$ cat src/rtl/lsu_pkg.sv
// lsu_pkg: shared definitions for the load/store unit.
//   - RV32I funct3 encodings for loads and stores
//   - FSM state encoding
//   - access_fault(): decides at accept time whether a request may touch memory
package lsu_pkg;

    localparam logic [2:0] F3_B  = 3'b000;
    localparam logic [2:0] F3_H  = 3'b001;
    localparam logic [2:0] F3_W  = 3'b010;
    localparam logic [2:0] F3_BU = 3'b100;
    localparam logic [2:0] F3_HU = 3'b101;

    typedef enum logic [2:0] {
        ST_IDLE,
        ST_LOAD,
        ST_RMW_RD,
        ST_WRITE,
        ST_RESP
    } lsu_state_e;

    // limit is the first illegal byte address; 33 bits so that a 4 GiB
    // memory would still be representable.
    function automatic logic access_fault(input logic        we,
                                          input logic [2:0]  funct3,
                                          input logic [31:0] addr,
                                          input logic [32:0] limit);
        logic legal;
        logic misal;
        legal = 1'b0;
        misal = 1'b0;
        case (funct3)
            F3_B:  legal = 1'b1;
            F3_H:  begin legal = 1'b1; misal = addr[0];    end
            F3_W:  begin legal = 1'b1; misal = |addr[1:0]; end
            F3_BU: legal = !we;
            F3_HU: begin legal = !we;  misal = addr[0];    end
            default: legal = 1'b0;
        endcase
        return !legal || misal || ({1'b0, addr} >= limit);
    endfunction

endpackage

$ cat src/rtl/lsu_align.sv
// lsu_align: combinational data alignment for the load/store unit.
//   word    in  32  memory word as read
//   offs    in   2  byte offset within the word (addr[1:0])
//   funct3  in   3  access size / signedness
//   wdata   in  32  right-aligned store data
//   ld_data out 32  selected and extended load result
//   st_word out 32  word with the addressed byte/half replaced by wdata
module lsu_align
    import lsu_pkg::*;
(
    input  logic [31:0] word,
    input  logic [1:0]  offs,
    input  logic [2:0]  funct3,
    input  logic [31:0] wdata,
    output logic [31:0] ld_data,
    output logic [31:0] st_word
);

    logic [31:0] shifted;

    always_comb begin
        // little-endian: byte at offset k lives in bits [8k+7:8k]
        shifted = word >> {offs, 3'b000};
        ld_data = '0;
        case (funct3)
            F3_B:  ld_data = {{24{shifted[7]}}, shifted[7:0]};
            F3_BU: ld_data = {24'b0, shifted[7:0]};
            F3_H:  ld_data = {{16{shifted[15]}}, shifted[15:0]};
            F3_HU: ld_data = {16'b0, shifted[15:0]};
            F3_W:  ld_data = shifted;
            default: ld_data = '0;
        endcase
    end

    always_comb begin
        st_word = word;
        case (funct3)
            F3_B:    st_word[{offs, 3'b000} +: 8]     = wdata[7:0];
            F3_H:    st_word[{offs[1], 4'b0000} +: 16] = wdata[15:0];
            F3_W:    st_word = wdata;
            default: st_word = word;
        endcase
    end

endmodule

$ cat src/rtl/lsu.sv
// lsu: RV32I load/store unit driving a word-wide, combinational-read memory.
// Sub-word stores are done as read-modify-write since memory writes whole words.
//   clk, rstb              clock, async active-low reset
//   req_valid/req_ready    request handshake (ready only when idle)
//   req_we/funct3/addr/wdata  request fields
//   resp_valid             one-cycle completion pulse
//   resp_rdata/resp_fault  load result (0 for stores/faults) and fault flag
//   mem_addr/wdata/write/read/rdata  memory port
//
// state     | meaning
// ----------+--------------------------------------------------
// ST_IDLE   | ready for a request; decode and fault check on accept
// ST_LOAD   | read word, extract/extend, register result
// ST_RMW_RD | read word, merge sub-word store data
// ST_WRITE  | write merged word
// ST_RESP   | pulse resp_valid
module lsu
    import lsu_pkg::*;
#(
    parameter int unsigned MEM_WORDS = 1024
) (
    input  logic        clk,
    input  logic        rstb,
    input  logic        req_valid,
    output logic        req_ready,
    input  logic        req_we,
    input  logic [2:0]  req_funct3,
    input  logic [31:0] req_addr,
    input  logic [31:0] req_wdata,
    output logic        resp_valid,
    output logic [31:0] resp_rdata,
    output logic        resp_fault,
    output logic [31:0] mem_addr,
    output logic [31:0] mem_wdata,
    output logic        mem_write,
    output logic        mem_read,
    input  logic [31:0] mem_rdata
);

    localparam logic [32:0] ADDR_LIMIT = 33'(MEM_WORDS) * 33'd4;

    lsu_state_e  state_q,  state_d;
    logic        we_q,     we_d;
    logic [2:0]  f3_q,     f3_d;
    logic [31:0] addr_q,   addr_d;
    logic [31:0] wdata_q,  wdata_d;
    logic [31:0] merged_q, merged_d;
    logic [31:0] rdata_q,  rdata_d;
    logic        fault_q,  fault_d;

    logic [31:0] ld_data;
    logic [31:0] st_word;

    lsu_align u_align (
        .word    (mem_rdata),
        .offs    (addr_q[1:0]),
        .funct3  (f3_q),
        .wdata   (wdata_q),
        .ld_data (ld_data),
        .st_word (st_word)
    );

    always_ff @(posedge clk or negedge rstb) begin
        if (!rstb) begin
            state_q  <= ST_IDLE;
            we_q     <= 1'b0;
            f3_q     <= '0;
            addr_q   <= '0;
            wdata_q  <= '0;
            merged_q <= '0;
            rdata_q  <= '0;
            fault_q  <= 1'b0;
        end else begin
            state_q  <= state_d;
            we_q     <= we_d;
            f3_q     <= f3_d;
            addr_q   <= addr_d;
            wdata_q  <= wdata_d;
            merged_q <= merged_d;
            rdata_q  <= rdata_d;
            fault_q  <= fault_d;
        end
    end

    always_comb begin
        state_d  = state_q;
        we_d     = we_q;
        f3_d     = f3_q;
        addr_d   = addr_q;
        wdata_d  = wdata_q;
        merged_d = merged_q;
        rdata_d  = rdata_q;
        fault_d  = fault_q;
        case (state_q)
            ST_IDLE: begin
                if (req_valid) begin
                    we_d    = req_we;
                    f3_d    = req_funct3;
                    addr_d  = req_addr;
                    wdata_d = req_wdata;
                    rdata_d = '0;
                    fault_d = access_fault(req_we, req_funct3, req_addr, ADDR_LIMIT);
                    if (fault_d) begin
                        state_d = ST_RESP;
                    end else if (!req_we) begin
                        state_d = ST_LOAD;
                    end else if (req_funct3 == F3_W) begin
                        merged_d = req_wdata;
                        state_d  = ST_WRITE;
                    end else begin
                        state_d = ST_RMW_RD;
                    end
                end
            end
            ST_LOAD: begin
                rdata_d = ld_data;
                state_d = ST_RESP;
            end
            ST_RMW_RD: begin
                merged_d = st_word;
                state_d  = ST_WRITE;
            end
            ST_WRITE: state_d = ST_RESP;
            ST_RESP:  state_d = ST_IDLE;
            default:  state_d = ST_IDLE;
        endcase
    end

    // Strobes decode straight from state so reset removes them asynchronously.
    assign req_ready  = (state_q == ST_IDLE);
    assign resp_valid = (state_q == ST_RESP);
    assign resp_fault = fault_q;
    assign resp_rdata = we_q ? 32'h0 : rdata_q;
    assign mem_addr   = {addr_q[31:2], 2'b00};
    assign mem_wdata  = merged_q;
    assign mem_write  = (state_q == ST_WRITE);
    assign mem_read   = (state_q == ST_LOAD) || (state_q == ST_RMW_RD);

endmodule
$ cat config.mk
export PLATFORM = sky130hd
export DESIGN_NAME = lsu
export DESIGN_NICKNAME = d
export VERILOG_FILES = /design/src/rtl/lsu_pkg.sv /design/src/rtl/lsu_align.sv /design/src/rtl/lsu.sv
export SDC_FILE = /design/constraint.sdc
export NUM_CORES = 1
export LEC_CHECK = 0
export ABC_AREA = 1
export CORE_AREA = 2 2 142 158
export DETAILED_ROUTE_END_ITERATION = 10
export DIE_AREA = 0 0 144 160
export DONT_BUFFER_PORTS = 1
export PLACE_DENSITY = 0.56
export SETUP_SLACK_MARGIN = 0.15
export SLEW_MARGIN = 0
export SYNTH_ARGS = -nofsm -noshare
export SYNTH_HDL_FRONTEND = slang
export SYNTH_SLANG_ARGS = --single-unit
$ cat constraint.sdc
create_clock -name clk -period 6 [get_ports clk]
set_clock_uncertainty 0.1 [all_clocks]
set_input_delay 1.8 -clock clk [delete_from_list [all_inputs] [get_ports clk]]
set_output_delay 1.8 -clock clk [all_outputs]
set_load 0.01 [all_outputs]
# ---- Word level (Yosys, flattened, before mapping)
# Index checks and enable logic that the tools add are counted.
dict set report totals {
  ff_bits 136
  elab_cells 73
  inputBits 103
  out_inout_bits 101
}
dict set report op_classes {
  reduce_logical 18
  n_mux 23
  n_lt_le_gt_ge 1
  shift 5
  n_eq_ne 16
  n_addsub 2
}
# operator n
set ops {}
lappend ops {{$mux 32} 6}
lappend ops {{$pmux 32 s5} 1}
lappend ops {{$pmux 32 s2} 2}
lappend ops {{$pmux 32 s3} 1}
lappend ops {{$bwmux 32} 2}
lappend ops {{$ge 32x13->1 const B} 1}
lappend ops {{$shift 16x7->32 const A} 1}
lappend ops {{$shift 8x7->32 const A} 1}
lappend ops {{$shiftx 16x7->32} 1}
lappend ops {{$shiftx 8x7->32} 1}
lappend ops {{$shr 32x5->32} 1}
lappend ops {{$eq 3x3->1 const B} 5}
lappend ops {{$neg 5->7} 2}
lappend ops {{$eq 3x2->1 const B} 4}
lappend ops {{$eq 3x1->1 const B} 3}
lappend ops {{$logic_not 3->1} 3}
lappend ops {{$pmux 3 s3} 1}
lappend ops {{$reduce_or 2->1} 4}
lappend ops {{$mux 3} 2}
lappend ops {{$mux 1} 5}
lappend ops {{$reduce_and 5->1} 1}
lappend ops {{$ne 2x1->1 const B} 2}
lappend ops {{$ne 2x2->1 const B} 2}
lappend ops {{$pmux 1 s2} 2}
lappend ops {{other kinds (6)} 11}

# ---- Logic depth before layout (Yosys ltp)
# Gate-level depths: netlist (run 1).
dict set report depth {
  depth_word 11
  depth_mapped 15
  depth_no_buf 11
}

# ---- By module
# From an unflattened synthesis (run 1), not the netlist that was laid out.
dict set report unflattened {
  hier_cells 1356
  area_unflattened_um2 9196.3
}
# module seq_area_each_um2 area_each_um2 instances cells_each
set modules_own_cells {}
lappend modules_own_cells {lsu 3403.3 6228.5 1 659}
lappend modules_own_cells {lsu_align 0.0 2967.8 1 697}

# ---- Worst setup path after synthesis (run 1)
# Ideal clock, no wire load.
dict set report synth_timing {
  path_type {register to output}
  from {register state_q[2]}
  to {output mem_read}
  arrival_ns 1.039
  path_stages_with_launch 6
  slack_ns 3.061
  path_cell_list {dfrtp_1 > inv_1 > nand2_1 > nor2_1 > inv_1 > nand2_1}
}
dict set report synth_between {
  elab_chain_cells 2
}
# element line
set synth_lines {}
lappend synth_lines {{from (decl)} lsu.sv:42} ;# lsu_state_e state_q, state_d;
lappend synth_lines {{from (signal assigned)} lsu.sv:74} ;# state_q <= state_d;
lappend synth_lines {{$eq 3x1->1 or $eq 3x2->1 (tied branches)} lsu.sv:137} ;# assign mem_read = (state_q == ST_LOAD) || (state_q == ST_RMW_RD);
lappend synth_lines {{$logic_or 1x1->1 *} lsu.sv:137}
lappend synth_lines {{to (decl)} lsu.sv:36} ;# output logic mem_read,
# Every way passes the cells marked *; elsewhere a longest branch is shown, timed or not.

# ---- Worst setup path in the final report (run 1)
# Ends and elaborated chain as after synthesis.

==> impl_metrics.tcl, run 1 <==
set metrics [dict create \
    dr.pass1.iters 6 \
    drive_above_1_share_pct 5.18 \
    gp_congestion 0.878 \
    grt_pass1_wl_um 41400 \
    ant_nets 0 \
    worst_ep_required_time_ns 4.10 \
    syn2layout_area_growth_pct 6.10 \
    period_needed_ns 3.55 \
    slew_headroom_pct 36.5 \
    drtIter0Drc 655 \
    setup_violations 0 \
    placed_area_um2 8360 \
    yosysWarnings 0 \
    fmax_ghz 0.281 \
    nNetsFinal 1349 \
    antenna_cells 0 \
    hpwl_um 18700 \
    cts_tree "done" \
    htreeDepth 4 \
    power_density_nw_per_um2 514 \
    cts.clk_slew.worst_paths_ns 0.06 \
    max_slew.worst_pin.slew_ns 0.953 \
    critPathMaxFanout 26 \
    vias 7817 \
    cts_sinks 136 \
    outcome "finished, final reports clean" \
    nFillCells 2370 \
    grt_overflow_total 0 \
    path_buf_inv 3 \
    via_per_inst 5.05 \
    cp-start-kind "flop" \
    crit_path_end_kind "output port" \
    grt.total_usage_pct 23.2 \
    post_cts_buffers 0 \
    p_leak_uw 0.00452 \
    vdd_drop_max_mv 0.278 \
    ctsResizeCount 0 \
    avgSynthCellArea_um2 6.47 \
    synthesis.instances 1313 \
    final_cell_area_um2 9010 \
    crit_chain "inv_1, nand2_1, nor2_1, buf_4, inv_1, nand2_1" \
    max_cap_violations 0 \
    fin_crit_sh_pct 59.2 \
    drv_slew 0 \
    grt_antenna_before_repair 0 \
    path_class "reg -> out" \
    post-route-util_pct 41.7 \
    tritoncts.num_buffers 17 \
    wire_per_inst_um 17.1 \
    rows 57 \
    crit_arrival_ns 1.65 \
    grt_max_degree 137 \
    synth.cell_area_um2 8500 \
    hold_path.class "reg -> reg" \
    coreArea_um2 21600 \
    wirelength_um 26500 \
    ys_ff_latch 136 \
    max_stage_delay_ns 0.39 \
    rsz0062_at_grt "false" \
    grt_pass1_vias 7405 \
    synth.distinct_cells 25 \
    remaining_drc_errors 0 \
    cpLargestDelayFamily "buffers and inverters" \
    root_buffer "clkbuf_16" \
    cts_hold_buffers 0 \
    critPathSlowestCell "dfrtp_1" \
    hold_viol 0 \
    dieArea_um2 23000 \
    worstSkewPairLatency_ns 0.42 \
    setup_tns_ns 0 \
    clock_path_buffers 2 \
    layout_setup_ws_ns 2.45 \
    yosysSeqAreaShare_pct 40.1 \
    pre_cts_slack_ns 2.42 \
    dieHeight_um 160 \
    port_buffers 0 \
    die_w_um 144 \
    ios 204 \
    start_util_pct 39.3 \
]
## Yosys cell counts, drive strengths merged
cell	number	share of area, %
conb	1	0.044
nand3	60	3.6
nor3	3	0.18
nor3b	1	0.088
o211ai	7	0.62
inv	112	4.9
o31ai	1	0.088
dfrtp	136	40
nand2	496	22
clkbuf	24	1.1
a21oi	43	2.7
ha	5	0.74
o22ai	3	0.22
nor2	190	8.7
o21ai	156	9.3
buf	75	5.7
## tightest hold or removal path: cells and delay by family, from the launching register on
family | cells | cell delay (ns)
flip-flops | 1 | 0.34
AND/OR/NAND/NOR | 2 | 0.09
## final cells by class
cell class / count / area, um^2 / area share (%)
Clock buffer: 19 / 443 / 4.91
Clock inverter: 13 / 215 / 2.39
Timing Repair Buffer: 7 / 52.6 / 0.583
Sequential cell: 136 / 3400 / 37.8
Inverter: 112 / 420 / 4.66
Multi-Input combinational cell: 967 / 4110 / 45.6
Tap cell: 295 / 369 / 4.09
## cell families after synthesis
| logic type | Yosys count | share of synthesized area (%) |
|---|---|---|
| buffers and inverters | 211 | 11.7 |
| flip-flops | 136 | 40.1 |
| other | 1 | 0.0441 |
| adder cells (fa/ha/maj) | 5 | 0.736 |
| AO/OA/AOI/OAI | 210 | 12.9 |
| AND/OR/NAND/NOR | 750 | 34.6 |
## sequential cells by signal, indices dropped and copies added (netlist names)
signal      count
rdata_q        32
addr_q         32
f3_q            3
mem_wdata      32
state_q         3
resp_fault      1
we_q            1
wdata_q        32
## power breakdown
part	internal [uW]	switching [uW]
clock network	755	435
registers	1250	371
logic	534	1290
## placed cells by master, fill, tap and decap left out, types with 2 or more instances in the layout
cell | Yosys | routed
nand2_1 | 491 | 491
nor2_1 | 183 | 183
o21ai_0 | 144 | 144
dfrtp_1 | 136 | 136
inv_1 | 102 | 102
nand3_1 | 59 | 59
a21oi_1 | 42 | 42
clkbuf_16 | 0 | 17
inv_2 | 10 | 10
o21ai_1 | 9 | 9
o211ai_1 | 7 | 7
buf_4 | 42 | 7
nor2_2 | 6 | 5
nand2_2 | 5 | 5
ha_1 | 5 | 5
bufinv_16 | 0 | 5
nor3_1 | 3 | 3
o21ai_2 | 3 | 3
o22ai_1 | 3 | 3
inv_6 | 0 | 3
clkinv_4 | 0 | 3
nor2_4 | 1 | 2
conb_1 | 1 | 2
## path summary, 6_finish.rpt
kind                        startpoint       endpoint  slack (ns)  cells after the start
setup / recovery            state_q[2]       mem_read        2.45                      6
hold / removal             wdata_q[19]    wdata_q[19]        0.37                      2
setup reg to reg             addr_q[1]  mem_wdata[27]        2.91                     12
hold reg to reg            wdata_q[19]    wdata_q[19]        0.37                      2
max in group asynchronous         rstb    rdata_q[14]        4.57                      0
min in group asynchronous         rstb      addr_q[3]        0.97                      0
## routing by layer
layer	vias up	share of wire (%)	GRT usage (%)
met2	278	45	36.0
met4	0	2.0	6.64
met3	26	8.1	5.40
met1	3614	45	32.5
li1	3899	-	-
met5	-	0	0
## per-stage QoR
step / power [uW] / std cells / hold WS [ns]
after floorplan: 3170 / 1314 / 0.342
after global placement: 3420 / 1517 / 0.355
after detailed placement: 3440 / 1517 / 0.360
after CTS: 4660 / 1549 / 0.375
after global routing: 5030 / 1549 / 0.405
final: 4640 / 1549 / 0.373
Power figures use the tool's default switching activity.
==> inputs of run 2 (changes only) <==
==> constraint.sdc (replaced) <==
create_clock -name clk -period 3.3 [get_ports clk]
set_clock_uncertainty 0.1 [all_clocks]
set_input_delay 0.99 -clock clk [delete_from_list [all_inputs] [get_ports clk]]
set_output_delay 0.99 -clock clk [all_outputs]
set_load 0.01 [all_outputs]
==> impl_metrics.tcl, run 2 (synthesis results as in run 1) <==
set metrics [dict create \
    outcome "finished, final reports clean" \
    wire_per_inst_um 17.1 \
    grt.total_usage_pct 23.1 \
    worst-r2r-cell-count 10 \
    cts_sinks 136 \
    crit_arrival_ns 1.64 \
    grt_antenna_before_repair 0 \
    gp_congestion 0.849 \
    crit_chain "nor2_1" \
    setup_tns_ns 0 \
    via_per_inst 4.99 \
    critPathMaxFanout 33 \
    ctsResizeCount 0 \
    hold_viol 0 \
    cts.clk_slew.worst_paths_ns 0.06 \
    max_slew.worst_pin.slew_ns 0.948 \
    p_leak_uw 0.00451 \
    grt_pass1_vias 7319 \
    post_cts_buffers 0 \
    final_common_cell "nand2_1" \
    drive_above_1_share_pct 5.56 \
    drv_slew 0 \
    htreeDepth 4 \
    hpwl_um 18900 \
    start_util_pct 39.3 \
    power_density_nw_per_um2 917 \
    grt_pass1_wl_um 41200 \
    die_w_um 144 \
    ios 204 \
    wirelength_um 26500 \
    nNetsFinal 1353 \
    r2r-start "f3_q[1]" \
    finalPower_uw 8250 \
    remaining_drc_errors 0 \
    vias 7754 \
    drtIter0Drc 790 \
    cp-start-kind "flop" \
    port_buffers 0 \
    crit_path_end_kind "output port" \
    r2r_end "mem_wdata[12]" \
    path_buf_inv 0 \
    layout_common_cells "nand2_1 (491), nor2_1 (183), o21ai_0 (144)" \
    nFillCells 2343 \
    critPathSlowestCell "dfrtp_1" \
    dieHeight_um 160 \
    fin_crit_sh_pct 82.7 \
    worstSkewPairLatency_ns 0.42 \
    grt_max_degree 137 \
    max_cap_violations 0 \
    fmax_ghz 0.366 \
    coreArea_um2 21600 \
    ff_latch_area_um2 3400 \
    antenna_cells 0 \
    period_needed_ns 2.73 \
    cts_hold_buffers 0 \
    rsz0062_at_grt "false" \
    vdd_drop_max_mv 0.369 \
    multiInputGateArea_um2 4110 \
    root_buffer "clkbuf_16" \
    cpLargestDelayFamily "flip-flops" \
    hold_path.class "in -> async" \
    worst_ep_required_time_ns 2.21 \
    max_stage_delay_ns 0.96 \
    hold_ws_ns 0.161 \
    rows 57 \
    dr.pass1.iters 5 \
    tritoncts.num_buffers 17 \
    path_class "reg -> out" \
    clock_path_buffers 2 \
    cts_tree "done" \
    setup_violations 0 \
    dieArea_um2 23000 \
    ant_nets 0 \
    grt_overflow_total 0 \
    syn2layout_area_growth_pct 5.98 \
    post-route-util_pct 41.7 \
    regToRegSetupSlack_ns 0.90 \
    slew_headroom_pct 36.8 \
]
[run 2: metal layers]
metal | up-vias | part of all wire (%) | track usage (%)
li1 | 3903 | - | -
met1 | 3528 | 45 | 32.1
met2 | 294 | 45 | 35.9
met3 | 29 | 8.3 | 5.82
met4 | 0 | 1.9 | 6.55
met5 | - | 0 | 0
[run 2: where the power goes]
part / total (uW) / switching, uW / internal, uW
logic: 3340 / 2340 / 995
registers: 2950 / 676 / 2270
clock network: 1970 / 814 / 1150
[run 2: worst max path at each step]
stage	endpoint	cells past startpoint	slack [ns]	start
floorplan	mem_wdata[7]	15	1.06	addr_q[0]
global placement	mem_wdata[30]	8	0.67	req_addr[14]
detailed placement	mem_wdata[29]	8	0.59	req_addr[14]
CTS	resp_rdata[30]	1	0.51	we_q
global route	resp_rdata[30]	1	0.40	we_q
finish	resp_rdata[27]	1	0.57	we_q
[run 2: stage by stage]
step                area, um^2  instances  worst slack [ns]
global route              9000       1553             0.395
finish                    9000       1553             0.570
global placement          8400       1521             0.667
CTS                       9000       1553             0.510
detailed placement        8400       1521             0.591
floorplan                 8500       1314              1.06
[run 2: worst reg2reg max path, delay by kind of cell (launching register included)]
| family | cells | cell delay, ns |
|---|---|---|
| and+or+nand+nor | 8 | 1.03 |
| AOI/OAI and AO/OA | 1 | 0.22 |
| buffers and inverters | 1 | 0.37 |
| DFF | 1 | 0.58 |
[run 2: cell type report]
class	count	share of cell area (%)
sequential	136	37.8
inverter	112	4.67
clock buffer	18	4.88
tap	295	4.10
multi-input combinational	967	45.7
clock inverter	14	1.85
timing repair buffer	11	1.06
==> inputs of run 3 (changes only) <==
--- a/config.mk
+++ b/config.mk
@@ -10,7 +10,7 @@
 export DETAILED_ROUTE_END_ITERATION = 10
 export DIE_AREA = 0 0 144 160
 export DONT_BUFFER_PORTS = 1
-export PLACE_DENSITY = 0.56
+export PLACE_DENSITY = 0.58
 export SETUP_SLACK_MARGIN = 0.15
 export SLEW_MARGIN = 0
 export SYNTH_ARGS = -nofsm -noshare
==> constraint.sdc (replaced) <==
create_clock -name clk -period 2.2 [get_ports clk]
set_clock_uncertainty 0.1 [all_clocks]
set_input_delay 0.66 -clock clk [delete_from_list [all_inputs] [get_ports clk]]
set_output_delay 0.66 -clock clk [all_outputs]
set_load 0.01 [all_outputs]
==> impl_metrics.tcl, run 3 (synthesis results as in run 1) <==
set metrics [dict create \
    outcome "complete, but fails checks" \
    violations "negative hold slack" \
    dieHeight_um 160 \
    fmax_ghz 0.487 \
    vdd_drop_max_mv 0.577 \
    gp_congestion 0.939 \
    coreArea_um2 21600 \
    drive_above_1_share_pct 9.43 \
    port_buffers 0 \
    final_common_cell "nand2_1" \
    vias 7920 \
    crit_chain "buf_6, nor2_1" \
    crit_arrival_ns 1.29 \
    hpwl_um 19500 \
    fin_crit_sh_pct 93.3 \
    wirelength_um 27000 \
    hold_ws_ns -0.173 \
    period_needed_ns 2.05 \
    max_stage_delay_ns 0.39 \
    dieArea_um2 23000 \
    ant_nets 0 \
    critPathMaxFanout 32 \
    path_class "reg -> out" \
    cts_tree "done" \
    dr.pass1.iters 5 \
    hold_viol 136 \
    tritoncts.num_buffers 17 \
    die_w_um 144 \
    root_buffer "clkbuf_16" \
    start_util_pct 39.3 \
    htreeDepth 4 \
    grt_pass1_vias 7415 \
    grt.total_usage_pct 23.4 \
    grt_antenna_before_repair 0 \
    cts_sinks 136 \
    worst_ep_required_time_ns 1.44 \
    critPathSlowestCell "dfrtp_1" \
    rows 57 \
    via_per_inst 5.02 \
    drv_slew 0 \
    setup_violations 0 \
    nFillCells 2345 \
    slew_headroom_pct 46.2 \
    drtIter0Drc 719 \
    worstSkewPairLatency_ns 0.43 \
    path_buf_inv 1 \
    power_density_nw_per_um2 1380 \
    syn2layout_area_growth_pct 9.91 \
    grt_max_degree 137 \
    wire_per_inst_um 17.1 \
    layout_setup_ws_ns 0.148 \
    post-route-util_pct 43.2 \
    hold_path.class "in -> async" \
    dp_cells 1542 \
    antenna_cells 0 \
    remaining_drc_errors 0 \
    grt_pass1_wl_um 41600 \
    setup_tns_ns 0 \
    p_leak_uw 0.00466 \
    layout_common_cells "nand2_1 (487), nor2_1 (169), o21ai_0 (141)" \
    max_slew.worst_pin.slew_ns 0.805 \
    cts.clk_slew.worst_paths_ns 0.06 \
    max_cap_violations 0 \
    cp-start-kind "flop" \
    grt_overflow_total 0 \
    nNetsFinal 1378 \
    rsz0062_at_grt "true" \
    cpLargestDelayFamily "flip-flops" \
    finalPower_uw 12900 \
    instances_no_fill 1578 \
    ios 204 \
    pre_cts_slack_ns 0.178 \
    crit_path_end_kind "output port" \
    clock_path_buffers 2 \
]
run 3: cell types whose count changed in the layout (fill, tap and decap cells not counted), sizes merged:
| cell | delta |
|---|---|
| inv | +3 |
| clkinvlp | -1 |
| buf | +24 |
| bufinv | -1 |
run 3: final timing paths:
check | startpoint | cells past startpoint | endpoint | slack (ns)
max in group asynchronous | rstb | 0 | rdata_q[26] | 1.92
max | we_q | 2 | resp_rdata[15] | 0.15
max reg2reg | f3_q[0] | 8 | rdata_q[10] | 0.30
min in group clk | req_wdata[19] | 2 | wdata_q[19] | 0.24
min | rstb | 0 | addr_q[2] | -0.17
min reg2reg | wdata_q[17] | 2 | wdata_q[17] | 0.37
run 3: final cells by class:
cell class | count | area [um^2] | area share, %
Clock buffer | 17 | 425 | 4.56
Inverter | 112 | 428 | 4.58
Multi-Input combinational cell | 967 | 4210 | 45.0
Clock inverter | 15 | 158 | 1.69
Tap cell | 295 | 369 | 3.95
Sequential cell | 136 | 3410 | 36.5
Timing Repair Buffer | 36 | 345 | 3.70
run 3: timing repair:
item,in CTS,in global routing
cloned,0,1
buffers inserted,1,2
endpoints found under the hold margin,136,136
gates resized for setup,6,33
pin swaps,2,4
setup endpoints to repair,34,75
run 3: per-layer routing:
| layer | up-vias | track usage (%) | share of wire, % |
|---|---|---|---|
| met4 | 0 | 7.31 | 2.2 |
| met2 | 296 | 35.1 | 44 |
| met1 | 3623 | 32.5 | 45 |
| met3 | 33 | 6.96 | 8.7 |
| met5 | - | 0 | 0 |
| li1 | 3968 | - | - |
run 3: through the flow:
| stage | hold slack (ns) | instance area [um^2] |
|---|---|---|
| after global placement | 0.271 | 8600 |
| after floorplan | 0.264 | 8530 |
| after global routing | -0.196 | 9340 |
| final | -0.173 | 9340 |
| after detailed placement | 0.269 | 8600 |
| after CTS | -0.189 | 9210 |
run 3: report_power, final:
part,leakage (uW),switching [uW],internal (uW),total (uW)
registers,0.00173,953,3410,4360
clock network,0.000281,1280,1600,2890
logic,0.00265,3810,1840,5650
total,0.00466,6050,6860,12900
